<file path="src/rtl/slice_seq_pkg.sv">
// Shared types, default sizes and the mask search helper for the slice sequencer.
package slice_seq_pkg;

  typedef enum logic [1:0] {
    StIdle,
    StIssue,
    StGap,
    StDone
  } seq_state_e;

  localparam int unsigned DefSliceW    = 12;
  localparam int unsigned DefNumSlices = 3;
  localparam int unsigned DefTimeout   = 8;

  // Widest mask the search helper handles; callers zero-extend into it.
  localparam int unsigned MaxSlices = 32;

  typedef struct packed {
    logic       found;
    logic [4:0] idx;
  } bit_search_t;

  // Lowest set bit of mask at position >= from.
  function automatic bit_search_t next_set_bit(input logic [MaxSlices-1:0] mask,
                                               input int unsigned from);
    bit_search_t res;
    res = '0;
    for (int unsigned i = 0; i < MaxSlices; i++) begin
      if (!res.found && (i >= from) && mask[i]) begin
        res.found = 1'b1;
        res.idx   = i[4:0];
      end
    end
    return res;
  endfunction

endpackage

</file>
<file path="src/rtl/slice_timeout_ctr.sv">
// Loadable up-counter with clear and enable; expire_o flags the last allowed cycle.
module slice_timeout_ctr #(
  parameter  int unsigned TIMEOUT = 8,
  localparam int unsigned CntW    = $clog2(TIMEOUT + 1)
) (
  input  logic            clk_i,
  input  logic            rst_i,
  input  logic            clr_i,
  input  logic            en_i,
  input  logic            load_i,
  input  logic [CntW-1:0] load_val_i,
  output logic            expire_o
);

  logic [CntW-1:0] cnt_q;

  // Clear beats load, load beats increment.
  always_ff @(posedge clk_i) begin
    if (rst_i || clr_i) begin
      cnt_q <= '0;
    end else if (load_i) begin
      cnt_q <= load_val_i;
    end else if (en_i) begin
      cnt_q <= cnt_q + CntW'(1);
    end
  end

  assign expire_o = (cnt_q == CntW'(TIMEOUT - 1));

endmodule

</file>
<file path="src/rtl/slice_op_sequencer.sv">
// Time-multiplexes one shared slice unit across the enabled slices of an operand pair
// and assembles the wide result plus per-slice timeout flags.
module slice_op_sequencer
  import slice_seq_pkg::*;
#(
  parameter int unsigned SLICE_W    = DefSliceW,
  parameter int unsigned NUM_SLICES = DefNumSlices,
  parameter int unsigned TIMEOUT    = DefTimeout
) (
  input  logic                          CK,
  input  logic                          RST,
  input  logic                          IN_VALID,
  output logic                          IN_READY,
  input  logic [NUM_SLICES*SLICE_W-1:0] A,
  input  logic [NUM_SLICES*SLICE_W-1:0] B,
  input  logic [NUM_SLICES-1:0]         MASK,
  output logic                          SL_VALID,
  output logic [SLICE_W-1:0]            SL_A,
  output logic [SLICE_W-1:0]            SL_B,
  input  logic [SLICE_W-1:0]            SL_C,
  input  logic                          SL_DONE,
  output logic                          OUT_VALID,
  input  logic                          OUT_READY,
  output logic [NUM_SLICES*SLICE_W-1:0] C,
  output logic [NUM_SLICES-1:0]         ERR
);

  localparam int unsigned IdxW = (NUM_SLICES > 1) ? $clog2(NUM_SLICES) : 1;

  typedef logic [NUM_SLICES-1:0][SLICE_W-1:0] slices_t;

  seq_state_e            state_q;
  slices_t               a_in, b_in;
  slices_t               a_q, b_q, c_q;
  logic [NUM_SLICES-1:0] mask_q, err_q;
  logic [IdxW-1:0]       idx_q;
  logic                  sl_valid_q, out_valid_q;
  logic [SLICE_W-1:0]    sl_a_q, sl_b_q;

  bit_search_t           first_s, next_s;
  logic [IdxW-1:0]       first_idx, next_idx;
  logic                  unused_search_bits;
  logic                  issuing, expire, slice_done;

  assign a_in = A;
  assign b_in = B;

  // First enabled slice of the incoming mask, and the next one above the current slice.
  always_comb begin
    first_s = next_set_bit(MaxSlices'(MASK), 0);
    next_s  = next_set_bit(MaxSlices'(mask_q), 32'(idx_q) + 32'd1);
  end

  assign first_idx          = first_s.idx[IdxW-1:0];
  assign next_idx           = next_s.idx[IdxW-1:0];
  assign unused_search_bits = ^{first_s.idx, next_s.idx};

  assign issuing    = (state_q == StIssue);
  // A slice completes on acknowledge or on its last allowed cycle.
  assign slice_done = issuing && (SL_DONE || expire);

  slice_timeout_ctr #(
    .TIMEOUT(TIMEOUT)
  ) u_timeout_ctr (
    .clk_i      (CK),
    .rst_i      (RST),
    .clr_i      (!issuing || slice_done),
    .en_i       (issuing),
    .load_i     (1'b0),
    .load_val_i ('0),
    .expire_o   (expire)
  );

  // Sequencer FSM with registered slice-unit and result handshakes.
  always_ff @(posedge CK) begin
    if (RST) begin
      state_q     <= StIdle;
      a_q         <= '0;
      b_q         <= '0;
      mask_q      <= '0;
      c_q         <= '0;
      err_q       <= '0;
      idx_q       <= '0;
      sl_valid_q  <= 1'b0;
      sl_a_q      <= '0;
      sl_b_q      <= '0;
      out_valid_q <= 1'b0;
    end else begin
      unique case (state_q)
        StIdle: begin
          if (IN_VALID) begin
            a_q    <= a_in;
            b_q    <= b_in;
            mask_q <= MASK;
            c_q    <= '0;
            err_q  <= '0;
            if (first_s.found) begin
              idx_q      <= first_idx;
              sl_valid_q <= 1'b1;
              sl_a_q     <= a_in[first_idx];
              sl_b_q     <= b_in[first_idx];
              state_q    <= StIssue;
            end else begin
              out_valid_q <= 1'b1;
              state_q     <= StDone;
            end
          end
        end
        StIssue: begin
          if (slice_done) begin
            // Acknowledge wins over a coincident timeout.
            c_q[idx_q] <= SL_DONE ? SL_C : '0;
            if (!SL_DONE) begin
              err_q[idx_q] <= 1'b1;
            end
            sl_valid_q <= 1'b0;
            if (next_s.found) begin
              state_q <= StGap;
            end else begin
              out_valid_q <= 1'b1;
              state_q     <= StDone;
            end
          end
        end
        StGap: begin
          idx_q      <= next_idx;
          sl_a_q     <= a_q[next_idx];
          sl_b_q     <= b_q[next_idx];
          sl_valid_q <= 1'b1;
          state_q    <= StIssue;
        end
        StDone: begin
          if (OUT_READY) begin
            out_valid_q <= 1'b0;
            state_q     <= StIdle;
          end
        end
      endcase
    end
  end

  assign IN_READY  = (state_q == StIdle) && !RST;
  assign SL_VALID  = sl_valid_q;
  assign SL_A      = sl_a_q;
  assign SL_B      = sl_b_q;
  assign OUT_VALID = out_valid_q;
  assign C         = c_q;
  assign ERR       = err_q;

endmodule

</file>
<file path="config.mk">
export PLATFORM = sky130hd
export DESIGN_NAME = slice_op_sequencer
export DESIGN_NICKNAME = d
export VERILOG_FILES = /design/src/rtl/slice_seq_pkg.sv /design/src/rtl/slice_timeout_ctr.sv /design/src/rtl/slice_op_sequencer.sv
export SDC_FILE = /design/constraint.sdc
export NUM_CORES = 1
export LEC_CHECK = 0
export ABC_AREA = 1
export CAP_MARGIN = 30
export CORE_ASPECT_RATIO = 0.5
export CORE_MARGIN = 3
export CORE_UTILIZATION = 46
export DETAILED_ROUTE_END_ITERATION = 10
export GPL_ROUTABILITY_DRIVEN = 0
export PLACE_DENSITY_LB_ADDON = 0.08
export SLEW_MARGIN = 10
export SYNTH_ARGS = -nofsm -noshare
export SYNTH_HDL_FRONTEND = slang
export SYNTH_SLANG_ARGS = --single-unit
</file>
<file path="constraint.sdc">
create_clock -name CK -period 1.25 [get_ports CK]
set_input_delay 0.125 -clock CK [delete_from_list [all_inputs] [get_ports CK]]
set_output_delay 0.125 -clock CK [all_outputs]
set_load 0.005 [all_outputs]
</file>
# Word-level counts from Yosys, hierarchy flattened
# Cells that the tools add are included.
# word_totals
regBits	148
inputBits	92
out_inout_bits	66
wordCells	122
# classes
addsub	2
order_cmp	7
n_eq_ne	11
muxes	52
bitwise	1
reduce_logical	31
# op_table
op	n
12-bit two-way mux	10
12-bit binary-select mux with 2-bit select	4
36-bit two-way mux	2
36-bit case mux with 2 select lines	1
12-bit case mux with 2 select lines	2
36-bit bitwise mux	1
6-bit two-way mux	6
12-bit demux with 2-bit select	1
2-bit two-way mux	6
2-bit != test (second input constant)	6
1-bit logical AND	10
1-bit two-way mux	10
2-bit by 3-bit less-than comparator with 1-bit output (second input constant)	3
3-bit two-way mux	3
3-bit AND reduction	3
2-bit case mux with 4 select lines	1
4-bit AND reduction	2
1-bit by 3-bit greater-or-equal comparator with 1-bit output (first input constant)	2
1-bit zero test	6
1-bit case mux with 3 select lines	2
3-bit case mux with 2 select lines	1
6-bit AND reduction	1
3-bit nonzero test	2
4-bit by 1-bit adder with 4-bit output (second input constant)	1
14 further kinds	18

# Longest topological paths before layout
# Gate-level depths: netlist of run 1.
# depth
ltp_word	15
depth_mapped	9
depth_no_buf	8

# Modules after synthesis
# A second synthesis of run 1 with hierarchy kept.
# hier_totals
hier_cells	1071
area_unflattened_um2	7385.8
# by_module_without_submodules
mod	instances	cells_per_inst	area_each_um2	seq_area_each_um2
slice_op_sequencer	1	1035	7151.9	2862.7
slice_timeout_ctr	1	36	234.0	80.1

# Worst setup path after synthesis of run 1
# Ideal clock, no wire load.
# synth_path
path_type	reg-to-reg
from	reg state_q[1]
to	reg c_q (netlist bit C[10])
setup_ns	0.138
t_arrival_ns	1.173
required_ns	1.112
slack_ns	-0.060
stages_incl_launch_ff	9
n_path_buf	1
synth_period_minus_slack_ns	1.310
path_cell_list	dfxtp_1 > inv_4 > nand2_4 > nor2_4 > nand2_8 > nand4_4 > buf_6 > nand2_2 > a21oi_2
# synth_between
elab_chain_cells	4
elab_cells_between_ends	8
cone_classes	eq/ne (3); mux (1); reduce/logical (4)
# synth_lines
element	line	rtl
from (decl)	slice_op_sequencer.sv:32	seq_state_e state_q;
from (signal assigned)	slice_op_sequencer.sv:77	state_q <= StIdle;
from (signal assigned)	slice_op_sequencer.sv:102	state_q <= StIssue;
from (signal assigned)	slice_op_sequencer.sv:105	state_q <= StDone;
2-bit by 1-bit == test with 1-bit output	slice_op_sequencer.sv:58, slice_op_sequencer.sv:89	
1-bit logical AND	slice_op_sequencer.sv:60	assign slice_done = issuing && (SL_DONE || expire);
2-bit by 1-bit != test with 1-bit output (no source line)	--	
3-bit AND reduction (no source line)	--	
to (signal, indexed assignment)	slice_op_sequencer.sv:112	c_q[idx_q] <= SL_DONE ? SL_C : '0;
to (decl)	slice_op_sequencer.sv:34	slices_t a_q, b_q, c_q;
# Parallel ways exist; a longest one is shown, timed or not.
# A chain may end at the register's enable or synchronous reset.

# Worst setup path in the final report of run 1
# layout_path
from	reg state_q[1]
to	reg b_q[0] in the netlist's numbering
# layout_between
elab_chain_cells	2
# layout_lines
element	line	rtl
2-bit zero test	slice_op_sequencer.sv:89	unique case (state_q)
2-bit AND reduction (no source line)	--	
to (signal assigned)	slice_op_sequencer.sv:93	b_q <= b_in;
to (decl)	slice_op_sequencer.sv:34	
# Every way passes these cells.

==> run summary, run 1 <==
## Run status
- outcome: finished, violations left
- violations in the final reports: negative setup slack

## Critical path
- endpoint kind of the worst setup timing path: flop
- peak per-stage delay on the critical path: 0.37 ns
- Crit path required time: 1.60 ns
- worst-path cell with the longest stage delay: dfxtp_4
- Critical Path Source Type: flop
- maximum fanout along the worst path: 6
- Worst Path Arrival: 1.85 ns
- critical setup path kind: flop to flop
- CP delay by family, top: buffers and inverters
- worst path bufs/invs: 4
- worst-path cell chain: nor2_4, inv_2, nor2_4, buf_12, buf_12, buf_8, o21ai_0, nor2_1
- register-to-register path setup slack: -0.25 ns

## Clock tree
- clock network latency to the later pin of the worst-skew pair: 0.43 ns
- count of H-tree levels built during CTS: 4
- clk sinks: 147
- CTS Buf Count: 17
- Root Buffer Master: clkbuf_16
- Hold-fix buffers, CTS: 0
- TritonCTS clock tree: done
- buffer levels on the longest clock path: 2
- clock transition at the registers of the reported paths: 0.07 ns

## Timing
- Period Utilization, post-route: 120%
- final count of hold timing violations: 0
- Max Clock Freq: 0.667 GHz
- clock period minus worst slack: 1.50 ns
- count of final setup violators: 148
- Least-Margin Pin Slew: 0.535 ns
- final worst slack: -0.249 ns
- unrepaired setup endpoints after global routing: true
- clk_skew: 0.0133 ns
- max-slew violations: 0
- worst slew margin relative to its limit: 64.3%

## Power
- power per cell area: 1490 nW/um^2
- post-route total power: 0.0183 W
- peak supply drop: 1.05 mV
- leakage: 5.29 nW

## Drt
- drt pass-1 iters: 6
- detail-routed via count per cell: 5.90
- number of antenna-violating nets in the routed design: 0
- via count: 8,738
- overall routed net length: 31.4 mm
- detailed-route DRC error count: 0
- WL per Instance: 21.2 um
- DRT iter0 DRCs: 1,120

## Hold path
- path category of the worst min-delay check: primary input to flop

## Floorplanning
- die height: 93.6 um
- die span in x: 181 um
- Starting Density: 47.9%
- Die Footprint: 17,000 um^2
- Core Area: 14,700 um^2
- Site Rows: 31
- I/O pin cnt: 158

## Layout
- Area growth syn-to-layout: 73.6%
- nets: 1,362
- commonest cells after routing, fill and taps aside: 225 x nand2_1, 122 x dfxtp_1, 106 x nor2_1, 97 x nand3_1, 90 x clkdlybuf4s50_1
- proportion of layout cells with a drive suffix above 1: 35.4%
- share of the core filled with cells in the final layout: 83.1%
- # diodes: 0
- non-filler instance count after layout: 1,480
- commonest non-fill, non-tap cell in the layout: nand2_1
- post-route standard cell area excluding fillers: 12,300 um^2

## Synthesis
- area share of the leading cell type in the synthesized netlist: 41.7%
- Synth Area per Inst: 6.83 um^2
- biggest area contributors in the synthesized netlist: dfxtp_1 42%, nand2_1 14%, nand3_1 9.6%, nor2_1 8.3%, a21oi_1 5.4%
- post-synthesis cell area: 7060 um^2
- Net Count, Synth: 1,127
- sequential fraction of the synthesis area: 41.7%
- warnings from Yosys: 0
- number of cells produced by synthesis: 1,034
- distinct cell type count after synthesis: 31
- largest area contributor in the netlist: dfxtp_1
- Seq cells post-synth: 147

## Placed design
- standard cell area after detailed placement: 9310 um^2
- number of buffer cells added on primary ports: 157
- placed wire-length estimate: 15.1 mm
- number of instances in the placed design: 1,388

## Global routing
- number of global-route vias before repair: 8,162
- largest net degree at the start of global routing: 57
- total global routing track utilization: 30.7%
- wire length of the first global-routing pass: 41.5 mm
- number of antenna violations at the first check in global routing: 0
- total grt overflow: 0

## Job
- # Max-Cap Violations: 0

==> per-layer routing <==
| metal | vias up | part of all wire (%) | global-route usage (%) | wire length, um |
|---|---|---|---|---|
| met3 | 154 | 10 | 7.03 | 3210 |
| li1 | 3835 | - | - | - |
| met5 | - | 0 | 0 | 0 |
| met4 | 0 | 4.8 | 15.6 | 1510 |
| met1 | 4094 | 38 | 37.8 | 11900 |
| met2 | 655 | 47 | 50.9 | 14700 |
==> final cells by class <==
| cell class | count | area (um^2) |
|---|---|---|
| fill | 817 | 2490 |
| timing repair inverter | 1 | 11.3 |
| multi-input combinational | 762 | 4650 |
| inverter | 59 | 279 |
| clock buffer | 19 | 443 |
| timing repair buffer | 281 | 3500 |
| clock inverter | 13 | 148 |
| tap | 198 | 248 |
| sequential | 147 | 2980 |
==> power breakdown <==
part,switching [W],internal (W),total (W)
clock network,0.00224,0.00302,0.00527
logic,0.00388,0.00345,0.00733
registers,0.000392,0.00528,0.00567
==> cell families (layout without fill, tap and decap cells) <==
logic type | after synthesis | count (layout) | share of synthesized area [%]
DFF | 147 | 147 | 41.7
adders and majority gates | 1 | 1 | 0.177
and+or+nand+nor | 594 | 596 | 37.1
AOI/OAI and AO/OA | 164 | 164 | 12.4
xor gates and xnor gates | 1 | 1 | 0.124
buffers and inverters | 127 | 373 | 8.60
==> cells in the mapped netlist <==
cell type	number
nor3_1	2
nand2_8	1
nor2_2	2
inv_2	7
nor3_4	1
nand3_4	1
a21oi_1	76
nor2_4	4
dfxtp_1	147
nand3_2	1
o21a_1	1
o21ai_1	12
buf_2	34
nand4_4	3
clkbuf_1	19
xor2_1	1
nand2_4	3
nand4_1	4
a21oi_2	10
nor2_1	156
inv_4	2
o21ai_0	64
ha_1	1
inv_1	50
a21oi_4	1
buf_4	8
nand2_2	11
nand2_1	268
nand3_1	136
nor2_8	1
buf_6	7
==> metrics by stage <==
| step | worst slack [ns] | hold WS (ns) | TNS, ns |
|---|---|---|---|
| after detailed placement | -0.368 | 0.444 | -37.80 |
| after global placement | -0.323 | 0.434 | -36.61 |
| after global routing | -0.290 | 0.146 | -29.48 |
| after CTS | -0.184 | 0.113 | -17.62 |
| final | -0.249 | 0.155 | -23.93 |
| after floorplan | -0.00868 | 0.260 | -0.514 |
==> flip-flops by register name, indices dropped and copies added (netlist names) <==
register / flops
a_q: 36
SL_VALID: 1
idx_q: 2
b_q: 36
mask_q: 2
OUT_VALID: 1
C: 36
state_q: 2
SL_A: 12
SL_B: 12
ERR: 3
u_timeout_ctr.cnt_q: 4
==> worst reg2reg max path, delay by kind of cell, from the launching register on <==
family / cells / cell delay [ns]
compound gates: 1 / 0.11
buf+inv: 4 / 0.51
flops: 1 / 0.37
simple gates: 3 / 0.44
==> path summary, 6_finish.rpt <==
kind | cells past startpoint | startpoint | end
max reg2reg | 8 | state_q[1] | b_q[0]
min reg2reg | 2 | ERR[0] | ERR[0]
min | 3 | RST | state_q[0]
max | 8 | state_q[1] | b_q[0]
==> repair_timing <==
action | in CTS | in global routing
setup buffers | 30 | 6
endpoints found under the setup margin | 213 | 148
cloned | 20 | 10
pin swaps | 41 | 94
resized for setup | 269 | 241
(Power assumes the default switching activity.)
==> inputs of run 2 (changes only) <==
--- a/config.mk
+++ b/config.mk
@@ -9,11 +9,12 @@
 export CAP_MARGIN = 30
 export CORE_ASPECT_RATIO = 0.5
 export CORE_MARGIN = 3
-export CORE_UTILIZATION = 46
+export CORE_UTILIZATION = 28
 export DETAILED_ROUTE_END_ITERATION = 10
 export GPL_ROUTABILITY_DRIVEN = 0
 export PLACE_DENSITY_LB_ADDON = 0.08
 export SLEW_MARGIN = 10
 export SYNTH_ARGS = -nofsm -noshare
 export SYNTH_HDL_FRONTEND = slang
+export SYNTH_HIERARCHICAL = 1
 export SYNTH_SLANG_ARGS = --single-unit
==> run summary, run 2 <==
## Timing
- TNS Setup: -18.21 ns
- final-layout worst hold slack: 0.269 ns
- final count of hold timing violations: 0
- Max Clock Freq: 0.682 GHz
- clock period minus worst slack: 1.47 ns
- unrepaired setup endpoints after global routing: true
- max-slew violations: 0
- clk_skew: 0.00760 ns
- Least-Margin Pin Slew: 0.544 ns
- worst slew margin relative to its limit: 63.7%
- Period Utilization, post-route: 117%
- count of final setup violators: 142
- final worst slack: -0.216 ns

## Layout
- commonest non-fill, non-tap cell in the layout: nand2_1
- commonest cells after routing, fill and taps aside: 209 x nand2_1, 124 x dfxtp_1, 112 x nand3_1, 97 x inv_1, 91 x clkdlybuf4s50_1
- Area growth syn-to-layout: 68.3%
- non-filler instance count after layout: 1,676
- # diodes: 0
- nets: 1,413
- proportion of layout cells with a drive suffix above 1: 31.4%

## Synthesis
- Synth Area per Inst: 6.90 um^2
- Seq cells post-synth: 147
- most used standard cells in the synthesized netlist: 230 x nand2_1, 147 x dfxtp_1, 143 x nand3_1, 115 x a21oi_1, 102 x inv_1
- sequential fraction of the synthesis area: 39.8%
- biggest area contributors in the synthesized netlist: dfxtp_1 40%, nand2_1 12%, nand3_1 9.7%, a21oi_1 7.8%, o21ai_0 5.6%
- area share of the leading cell type in the synthesized netlist: 39.8%
- largest area contributor in the netlist: dfxtp_1
- number of cells produced by synthesis: 1,071
- most instantiated library cell after synthesis: nand2_1
- commonest register cell after synthesis: dfxtp_1
- distinct cell type count after synthesis: 32
- post-synthesis cell area: 7390 um^2
- warnings from Yosys: 6
- number of enable-type register cells in the synthesized netlist: 0
- post-synthesis async set-or-reset flop share: 0%

## Global routing
- number of global-route vias before repair: 7,538
- largest net degree at the start of global routing: 40
- number of antenna violations at the first check in global routing: 0
- wire length of the first global-routing pass: 43.5 mm
- total grt overflow: 0
- total global routing track utilization: 19.8%

## Floorplanning
- die height: 121 um
- Site Rows: 41
- I/O pin cnt: 158
- Die Footprint: 28,500 um^2
- Core Area: 25,500 um^2
- Starting Density: 28.9%
- die span in x: 236 um

## Clock tree
- Hold-fix buffers, CTS: 0
- clock network latency to the later pin of the worst-skew pair: 0.44 ns
- clock transition at the registers of the reported paths: 0.06 ns
- CTS Buf Count: 17
- buffer levels on the longest clock path: 2
- count of H-tree levels built during CTS: 4
- Root Buffer Master: clkbuf_16
- TritonCTS clock tree: done
- clk sinks: 147

## Critical path
- Critical Path Source Type: flop
- worst-path cell with the longest stage delay: dfxtp_4
- Worst Path Arrival: 1.83 ns
- length in cells of the worst reg-to-reg path: 8
- worst path bufs/invs: 4
- Levels on crit path: 8
- endpoint kind of the worst setup timing path: flop
- peak per-stage delay on the critical path: 0.37 ns
- CP delay by family, top: buffers and inverters
- most prevalent standard cell on the critical path: buf_12
- maximum fanout along the worst path: 5
- worst-path cell chain: buf_12, nor2_4, inv_4, nor2_8, buf_12, buf_16, nand3_4, a21oi_2
- critical setup path kind: flop to flop
- Crit path required time: 1.62 ns

## Power
- post-route total power: 0.0169 W
- power per cell area: 1360 nW/um^2
- peak supply drop: 0.914 mV
- leakage: 5.47 nW

## Placed design
- number of instances in the placed design: 1,596
- number of buffer cells added on primary ports: 157
- placed wire-length estimate: 18.8 mm
- dpl ws: -0.485 ns

## Drt
- detailed-route DRC error count: 0
- overall routed net length: 29.5 mm
- DRT iter0 DRCs: 503
- number of antenna-violating nets in the routed design: 0
- routed wl met3: 1.65 mm
- drt pass-1 iters: 5
- detail-routed via count per cell: 4.72
- WL per Instance: 17.6 um
- metal2 WL: 13.4 mm
- post-route met1 wirelength: 14.1 mm
- via count: 7,913
- top routing layer in use: met4

## Hold path
- Hold Crit Depth: 3
- path category of the worst min-delay check: primary input to flop

## Run status
- outcome: finished, violations left
- violations in the final reports: negative setup slack

## Job
- # Max-Cap Violations: 0

-- run 2: cell count changes after synthesis, moves of 7 or more --
cell      delta
o21ai_1      +7
nor2_1      -55
a21oi_1     +39
nand2_1     -38
nand3b_1     +9
inv_1       +52
clkbuf_1     +8
nand2_2      -8
o21ai_0     +19
nand3b_4     +9
nand3_1      +7
-- run 2: worst paths after layout --
| check | from | end | slack, ns |
|---|---|---|---|
| min | B[24] | b_q[24] | 0.27 |
| max reg2reg | state_q[1] | C[26] | -0.22 |
| min reg2reg | a_q[3] | a_q[3] | 0.45 |
| max | state_q[1] | C[26] | -0.22 |
-- run 2: routing by layer --
metal	vias to the layer above	global-route usage, %
met5	-	0
li1	3984	-
met4	0	6.18
met3	26	4.44
met2	192	30.9
met1	3711	27.2
-- run 2: worst min-delay path: cells and delay by family --
family                 cells  cell delay (ns)
buffers and inverters      2             0.49
AO/OA/AOI/OAI              1             0.05
-- run 2: power breakdown --
group | leakage [nW] | switching (W) | internal (W)
Combinational | 3.94 | 0.00312 | 0.00277
Sequential | 1.22 | 0.000265 | 0.00520
Clock | 0.305 | 0.00210 | 0.00347
-- run 2: logic make-up (layout without fill, tap and decap cells) --
group	after synthesis	in the layout	synth area share, %
and+or+nand+nor	514	517	32.8
other	1	11	0.0508
adders and majority gates	1	1	0.169
DFF	147	147	39.8
AOI/OAI and AO/OA	224	224	15.5
buffers and inverters	184	432	11.6
-- run 2: timing repair --
action / 4_1_cts / 5_1_grt
buffers inserted: 15 / 17
pin swaps: 9 / 73
endpoints found under the setup margin: 208 / 149
hold endpoints to repair: 0 / 0
cloned: 10 / 13
gates resized for setup: 140 / 256
-- run 2: area by class of cell --
cell class	instances	area, um^2
Clock buffer	21	470
Tap cell	344	430
Clock inverter	10	155
Inverter	108	440
Multi-Input combinational cell	753	4590
Fill cell	2488	13100
Sequential cell	147	2980
Timing Repair Buffer	293	3360
-- run 2: stage by stage --
step,utilization (%),area (um^2)
2_1_floorplan,-,7540
4_1_cts,43.8,11200
3_5_place_dp,39.3,10000
6_report,48.7,12400
5_1_grt,48.7,12400
3_3_place_gp,39.3,10000
==> inputs of run 3 (changes only) <==
--- a/config.mk
+++ b/config.mk
@@ -13,6 +13,7 @@
 export DETAILED_ROUTE_END_ITERATION = 10
 export GPL_ROUTABILITY_DRIVEN = 0
 export PLACE_DENSITY_LB_ADDON = 0.08
+export SKIP_LAST_GASP = 1
 export SLEW_MARGIN = 10
 export SYNTH_ARGS = -nofsm -noshare
 export SYNTH_HDL_FRONTEND = slang
==> run summary, run 3 (synthesized netlist as in run 2, its figures left out) <==
## Run status
- outcome: finished, violations left
- violations in the final reports: negative setup slack

## Floorplanning
- Site Rows: 41
- Core Area: 25,500 um^2
- Die Footprint: 28,500 um^2
- die span in x: 236 um
- Starting Density: 28.9%
- I/O pin cnt: 158
- die height: 121 um

## Layout
- nets: 1,409
- post-route standard cell area excluding fillers: 12,000 um^2
- # diodes: 0
- Area growth syn-to-layout: 62.6%
- proportion of layout cells with a drive suffix above 1: 25.4%
- commonest cells after routing, fill and taps aside: 222 x nand2_1, 125 x dfxtp_1, 124 x nand3_1, 98 x inv_1, 91 x clkdlybuf4s50_1
- Fillers: 2,526
- commonest non-fill, non-tap cell in the layout: nand2_1
- non-filler instance count after layout: 1,672
- area of the multi-input gates: 4270 um^2
- area occupied by registers: 2980 um^2
- share of the core filled with cells in the final layout: 47.0%

## Critical path
- length in cells of the worst reg-to-reg path: 8
- maximum fanout along the worst path: 5
- worst flop-to-flop path endpoint: C[26]
- Crit Reg-Reg Startpoint: state_q[1]
- Critical Path Source Type: flop
- critical setup path kind: flop to flop
- Worst Path Arrival: 1.81 ns
- register-to-register path setup slack: -0.20 ns
- Crit path required time: 1.61 ns
- endpoint kind of the worst setup timing path: flop

## Hold path
- source of the worst hold timing path: B[24]
- Hold Crit Depth: 3
- path category of the worst min-delay check: primary input to flop
- end point of the worst hold path: b_q[24]

## Drt
- detailed-route DRC error count: 0
- number of antenna-violating nets in the routed design: 0
- drt pass-1 iters: 5
- overall routed net length: 29.0 mm
- via count: 7,856
- WL per Instance: 17.3 um
- detail-routed via count per cell: 4.70
- DRT iter0 DRCs: 424

## Power
- peak supply drop: 0.902 mV
- clock share of power: 33.7%
- Switching Power: 0.00524 W
- proportion of power drawn by combinational gates: 33.2%
- power per cell area: 1370 nW/um^2
- switching share of total power: 31.8%
- internal power: 0.0112 W
- leakage: 5.34 nW
- sequential group share of total power: 33.0%

## Global routing
- total grt overflow: 0
- wire length of the first global-routing pass: 43.4 mm
- number of global-route vias before repair: 7,527
- number of antenna violations at the first check in global routing: 0
- largest net degree at the start of global routing: 40
- total global routing track utilization: 19.7%

## Placed design
- placed wire-length estimate: 18.8 mm
- number of instances in the placed design: 1,596
- standard cell area after detailed placement: 10,000 um^2
- number of buffer cells added on primary ports: 157
- dpl ws: -0.485 ns

## Clock tree
- Root Buffer Master: clkbuf_16
- count of H-tree levels built during CTS: 4
- TritonCTS clock tree: done
- clk sinks: 147
- buffer levels on the longest clock path: 2
- clock network latency to the later pin of the worst-skew pair: 0.44 ns
- CTS Buf Count: 17
- Hold-fix buffers, CTS: 0
- clock transition at the registers of the reported paths: 0.06 ns

## Job
- # Max-Cap Violations: 0

## Timing
- TNS Setup: -21.40 ns
- clk_skew: 0.00850 ns
- clock period minus worst slack: 1.45 ns
- final count of hold timing violations: 0
- max-slew violations: 0
- Max Clock Freq: 0.689 GHz
- unrepaired setup endpoints after global routing: true
- Period Utilization, post-route: 116%
- count of final setup violators: 148
- final worst slack: -0.201 ns

[run 3: changes by cell type in the layout (fill, tap and decap cells not counted), sizes merged]
cell / before / now
clkdlybuf4s15: 0 / 1
buf: 127 / 123
clkbuf: 30 / 29
[run 3: how the worst max path moves through the flow]
stage,from,to,cells past startpoint
global route,u_timeout_ctr/cnt_q[1],C[28],10
finish,state_q[1],C[26],8
CTS,state_q[1],IN_READY,4
floorplan,u_timeout_ctr/cnt_q[0],C[14],11
detailed placement,MASK[0],SL_B[8],10
global placement,MASK[1],SL_A[10],8
[run 3: power by group through the flow]
| stage | clock network (W) | logic, W | registers, W |
|---|---|---|---|
| after CTS | 0.00569 | 0.00476 | 0.00544 |
| after detailed placement | 0 | 0.00426 | 0.00554 |
| after global routing | 0.00591 | 0.00597 | 0.00550 |
| after global placement | 0 | 0.00424 | 0.00552 |
| after floorplan | 0 | 0.00238 | 0.00548 |
| final | 0.00556 | 0.00548 | 0.00545 |
[run 3: through the flow]
step,total power [W],hold slack [ns]
finish,0.0165,0.265
global route,0.0174,0.265
CTS,0.0159,0.236
detailed placement,0.00980,0.444
global placement,0.00977,0.439
floorplan,0.00786,0.268
[run 3: layer usage]
metal | global-route usage (%) | routed length (um)
met1 | 27.0 | 13800
met2 | 31.1 | 13300
met3 | 4.44 | 1410
met4 | 5.88 | 427
met5 | 0 | 0
[run 3: repair_timing]
item	4_1_cts	5_1_grt
gates resized for setup	131	159
buffers inserted	15	16
gates cloned	10	11
endpoints found under the setup margin	208	143
pin swaps	9	27
[run 3: area by class of cell]
class                      instances  share of cell area [%]
clock buffer                      21                    3.92
clock inverter                    10                    1.29
inverter                         108                    3.65
multi-input combinational        753                    35.5
sequential                       147                    24.8
tap                              344                    3.58
timing repair buffer             289                    27.2
[run 3: critical path, cell delays in order, from the launching register on]
cell	delay (ns)
dfxtp_4	0.36
buf_12	0.13
nor2_4	0.16
inv_4	0.07
nor2_8	0.16
buf_12	0.15
buf_16	0.11
nand3_1	0.07
a21oi_1	0.16
==> variant 1 (flow settings as in run 2) <==
Re-encode `seq_state_e` (4 states) as one-hot, 4 bits wide.
--- a/src/rtl/slice_seq_pkg.sv
+++ b/src/rtl/slice_seq_pkg.sv
@@ -2,9 +2,9 @@
 package slice_seq_pkg;
 
-  typedef enum logic [1:0] {
-    StIdle,
-    StIssue,
-    StGap,
-    StDone
+  typedef enum logic [3:0] {
+    StIdle  = 4'b0001,
+    StIssue = 4'b0010,
+    StGap   = 4'b0100,
+    StDone  = 4'b1000
   } seq_state_e;
 
Function: no difference found for any inputs over 4 cycles, from zero or initial values and one cycle with RST high; so few cycles prove little.
==> variant 1 against run 2 <==
  * The flow still finishes with violations (negative setup slack)
  * Routed wire length down 6.3%
  * Synthesized area is 2.7% lower
  * Total power decreased by 6.5%
  * Clock power grew 3%
  * Worst setup slack lost 0.051 ns
  * Cell area shrank 6.4%
  * Sequential cell count increased by 2
  * Largest cell class unchanged
  * Largest power group is now the clock network
  * Highest routed layer unchanged
==> variant 1: results (changes against run 2) <==
{| class="wikitable"
! Metric !! Value
|-
| Cell count after synthesis || 1093 (+2.1%)
|-
| DP Wirelength || 17400 um (-7.5%)
|-
| Pin count of the biggest net entering global routing || 61 (+53%)
|-
| Status || finished, violations left
|-
| Met3 routing resource usage after global routing || 0.0413 (-0.00309)
|-
| Layout cells sized above 1 || 0.258 (-0.0562)
|-
| Final routed wirelength across all metal layers || 27600 um (-6.3%)
|-
| Worst IR drop on VDD || 806 uV (-12%)
|-
| Met2 WL || 12800 um (-4.7%)
|-
| Final nets || 1427 (+0.99%)
|-
| Wire length of the first global-routing pass || 39400 um (-9.4%)
|-
| Routing usage on met2 || 0.301 (-0.00834)
|-
| Clock root buffer || clkbuf_16
|-
| Setup Slack @ Placement || -0.494 ns (-0.00910 ns)
|-
| Distinct cells, synth || 28 (-13%)
|-
| Worst Hold Slack || 0.262 ns (-0.00788 ns)
|-
| Number of global-route vias before repair || 7352 (-2.5%)
|-
| Vias || 7922 (+0.11%)
|-
| Metal-1 WL || 12900 um (-8.0%)
|-
| Dpl cells || 1614 (+1.1%)
|-
| Met1 usage || 0.238 (-0.0338)
|-
| Initial antenna violation count || 0 (unchanged)
|-
| Leading cell types by count after synthesis || 245 x nand2_1, 164 x nor2_1, 149 x dfxtp_1
|-
| Routed length on met3 || 1580 um (-4.2%)
|-
| Setup-violating endpoint count in the final report || 150 (+5.6%)
|-
| Wire length per cell || 16.4 um (-6.7%)
|-
| Violations in the final reports || negative setup slack
|-
| First-pass iteration count of the detailed router || 7 (+2)
|-
| Highest cell delay on the worst timing path || 0.35 ns (-0.02 ns)
|-
| Fill cells || 2496 (+0.32%)
|-
| Seq/Total Area, Yosys || 0.415 (+0.0167)
|-
| Maximum fanout along the worst path || 16 (+11)
|-
| Dominant cells by area after synthesis || dfxtp_1 42%, nand2_1 13%, o21ai_0 9.3%
|-
| Starting DRT DRC Count || 550 (+9.3%)
|-
| Leakage Power || 5.30 nW (-3.1%)
|-
| Final worst slack || -0.268 ns (-0.0513 ns)
|-
| Maximum clock skew at final layout || 0.0112 ns (+0.00356 ns)
|-
| Post-route setup TNS || -29.91 ns (-11.70 ns)
|-
| All-layer global routing usage || 0.181 (-0.0168)
|}
==> variant 1: stage by stage <==
step | power [mW] | area (um^2)
detailed placement | 9.06 | 9770
global route | 16.7 | 11600
finish | 15.8 | 11600
global placement | 9.03 | 9770
floorplan | 7.45 | 7330
CTS | 15.0 | 10700
==> variant 1: report_power, final <==
part | internal, mW | switching (mW) | leakage, nW
Combinational | 2.11 | 2.44 | 3.76
Sequential | 5.26 | 0.270 | 1.23
Clock | 3.64 | 2.11 | 0.311
Total | 11.0 | 4.82 | 5.30
==> variant 1: cell families after synthesis <==
family / count (synthesis) / share of synthesized area
flops: 149 / 0.415
other cells: 1 / 0.000522
buf+inv: 174 / 0.104
compound gates: 233 / 0.163
fa+ha+maj: 1 / 0.00174
simple gates: 535 / 0.316
==> variant 1: worst paths after layout <==
| check | from | to | cells after the start |
|---|---|---|---|
| setup / recovery | state_q[2] | a_q[0] | 8 |
| hold / removal | A[17] | a_q[17] | 3 |
| setup reg to reg | state_q[2] | a_q[0] | 8 |
| hold reg to reg | b_q[0] | b_q[0] | 2 |
==> variant 1: repair_timing <==
item | CTS | global route
gates cloned | 2 | 19
pin swaps | 14 | 38
hold endpoints to repair | 0 | 0
setup buffers | 14 | 4
gates resized for setup | 171 | 180
hold buffers | 0 | 0
setup endpoints to repair | 215 | 150
==> variant 1: final cells by class <==
cell class,count,share of cell area
clock buffer,19,0.0389
timing repair buffer,280,0.255
inverter,106,0.0362
tap,336,0.0361
clock inverter,13,0.0175
multi-input combinational,780,0.357
sequential,149,0.259
==> variant 1: worst max-delay path, delay by kind of cell, from the launching register on <==
| kind | cells | cell delay (ns) |
|---|---|---|
| simple gates | 3 | 0.43 |
| flops | 1 | 0.35 |
| buf+inv | 3 | 0.42 |
| compound gates | 2 | 0.18 |
==> variant 2 (flow settings as in run 2) <==
Without the edit above. The package constant `MaxSlices` goes from 32 to 16.
--- a/src/rtl/slice_seq_pkg.sv
+++ b/src/rtl/slice_seq_pkg.sv
@@ -14,5 +14,5 @@
 
   // Widest mask the search helper handles; callers zero-extend into it.
-  localparam int unsigned MaxSlices = 32;
+  localparam int unsigned MaxSlices = 16;
 
   typedef struct packed {
Formal check against the unedited RTL: equivalent (equiv_simple and equiv_induct, registers matched by name and starting in step).
==> variant 2 against run 2 <==
  * Cell area decreased by 0.18%
  * Routed wire length decreased by 0.82%
  * Synthesized area decreased by 2.9%
  * First-iteration DRC count decreased by 2.4%
  * The run still ends with negative setup slack left
  * Hold slack improved by 0.058 ns
  * Worst setup slack got worse by 0.11 ns
  * Fmax decreased by 7.0%
  * Sequential cell count unchanged
Power is not compared: it rests on default switching activity, and its combinational part moved more than twofold at a synthesized area within 25%.
==> variant 2: results (changes against run 2) <==
{| class="wikitable"
! Metric !! Value
|-
| Vias || 8168 (+3.2%)
|-
| DP Wirelength || 18400 um (-2.3%)
|-
| Buffers on Ports || 157 (unchanged)
|-
| Distinct cells, synth || 26 (-19%)
|-
| Layout cells sized above 1 || 0.339 (+0.0247)
|-
| Starting DRT DRC Count || 491 (-2.4%)
|-
| Worst IR drop on VDD || 1220 uV
|-
| Maximum fanout along the worst path || 6 (+1)
|-
| Worst min-delay path endpoint || b_q[15]
|-
| All-layer global routing usage || 0.201 (+0.00319)
|-
| Wire length of the first global-routing pass || 43800 um (+0.83%)
|-
| Dominant cells by area after synthesis || dfxtp_1 41%, nand2_1 13%, a21oi_1 8.7%
|-
| Setup-violating endpoint count in the final report || 148 (+4.2%)
|-
| Post-route setup TNS || -35.88 ns (-17.67 ns)
|-
| Avg Inst Size Synth || 6.60 um^2 (-4.3%)
|-
| FFs w/ async S/R, synth || 0 (unchanged)
|-
| Final nets || 1427 (+0.99%)
|-
| First-pass iteration count of the detailed router || 7 (+2)
|-
| Final worst slack || -0.326 ns (-0.110 ns)
|-
| Violations in the final reports || negative setup slack
|-
| Leading cell types by count after synthesis || 243 x nand2_1, 147 x dfxtp_1, 142 x nor2_1
|-
| Gate family responsible for the most delay along the worst path || buffers and inverters
|-
| Fill cells || 2378 (-4.4%)
|-
| Reg2reg start || state_q[1]
|-
| Seq/Total Area, Yosys || 0.411 (+0.0121)
|-
| RR Endpoint || C[20]
|-
| Yosys warning count || 6 (unchanged)
|-
| Final routed wirelength across all metal layers || 29300 um (-0.82%)
|-
| WP data arrival || 1.89 ns (+0.06 ns)
|-
| Cell count of the worst reg-to-reg path || 11 (+3)
|-
| Wire length per cell || 17.4 um (-0.94%)
|-
| Status || finished, violations left
|-
| Setup Slack @ Placement || -0.496 ns (-0.0105 ns)
|-
| Initial antenna violation count || 1 (+1)
|-
| Number of global-route vias before repair || 8341 (+11%)
|-
| Worst hold start || B[15]
|-
| Pin count of the biggest net entering global routing || 52 (+30%)
|-
| Maximum clock skew at final layout || 0.00665 ns (-0.000945 ns)
|-
| Clock transition time at the flip-flop clock pins of the worst setup and hold paths || 0.06 ns (about the same)
|-
| Hold Crit Depth || 3 (unchanged)
|}
-- variant 2: where the power goes --
part / internal, mW / switching, mW
combinational: 7.02 / 8.01
clock: 2.99 / 2.16
sequential: 5.83 / 0.676
-- variant 2: what timing repair did --
item,4_1_cts,5_1_grt
pin swaps,14,69
gates resized for setup,252,254
cloned,14,11
setup buffers,24,7
hold endpoints to repair,0,0
endpoints found under the setup margin,213,149
-- variant 2: area by class of cell --
cell class	instances	area [um^2]	share of cell area
Antenna cell	1	2.50	0.000202
Multi-Input combinational cell	776	4790	0.386
Timing Repair Buffer	289	3240	0.261
Clock buffer	22	495	0.0399
Inverter	98	409	0.0330
Sequential cell	147	2980	0.240
Tap cell	336	420	0.0339
Clock inverter	9	76.3	0.00615
-- variant 2: cell families (layout without fill, tap and decap cells) --
group | Yosys count | count (layout) | share of synthesized area
DFF | 147 | 147 | 0.411
other | 1 | 12 | 0.000523
and+or+nand+nor | 519 | 522 | 0.310
adders and majority gates | 6 | 6 | 0.0105
buffers and inverters | 176 | 418 | 0.101
AOI/OAI and AO/OA | 237 | 237 | 0.168
-- variant 2: worst register-to-register path: stages (launching register included) --
cell and delay (ns):
dfxtp_4 0.36, inv_4 0.05, buf_6 0.11, ha_4 0.17
inv_4 0.08, nand2_2 0.06, o21ai_4 0.07, buf_12 0.15
buf_8 0.11, nand3_4 0.12, nand2_1 0.11, a21oi_1 0.07
-- variant 2: worst max path at each step --
stage	from	to	slack [ns]	depth (start not counted)
floorplan	state_q[0]	SL_A[10]	-0.19	11
global placement	IN_VALID	SL_A[11]	-0.43	9
detailed placement	MASK[1]	SL_B[4]	-0.50	10
CTS	state_q[0]	SL_B[1]	-0.32	11
global route	u_timeout_ctr/cnt_q[0]	C[17]	-0.39	10
finish	state_q[1]	C[20]	-0.33	11
-- variant 2: per-stage QoR --
step                      instance area, um^2  utilization  hold slack [ns]
final                                   12400        0.505            0.328
after floorplan                          7470            -            0.271
after global routing                    12400        0.505            0.329
after global placement                   9780        0.398            0.437
after CTS                               11300        0.459            0.307
after detailed placement                 9780        0.398            0.445
-- variant 2: per-layer routing --
| layer | routed length, um | track usage | vias up |
|---|---|---|---|
| met5 | 0 | 0 | - |
| met4 | 741 | 0.0726 | 0 |
| met1 | 12800 | 0.242 | 3892 |
| li1 | - | - | 4039 |
| met3 | 1240 | 0.0459 | 49 |
| met2 | 14500 | 0.351 | 188 |
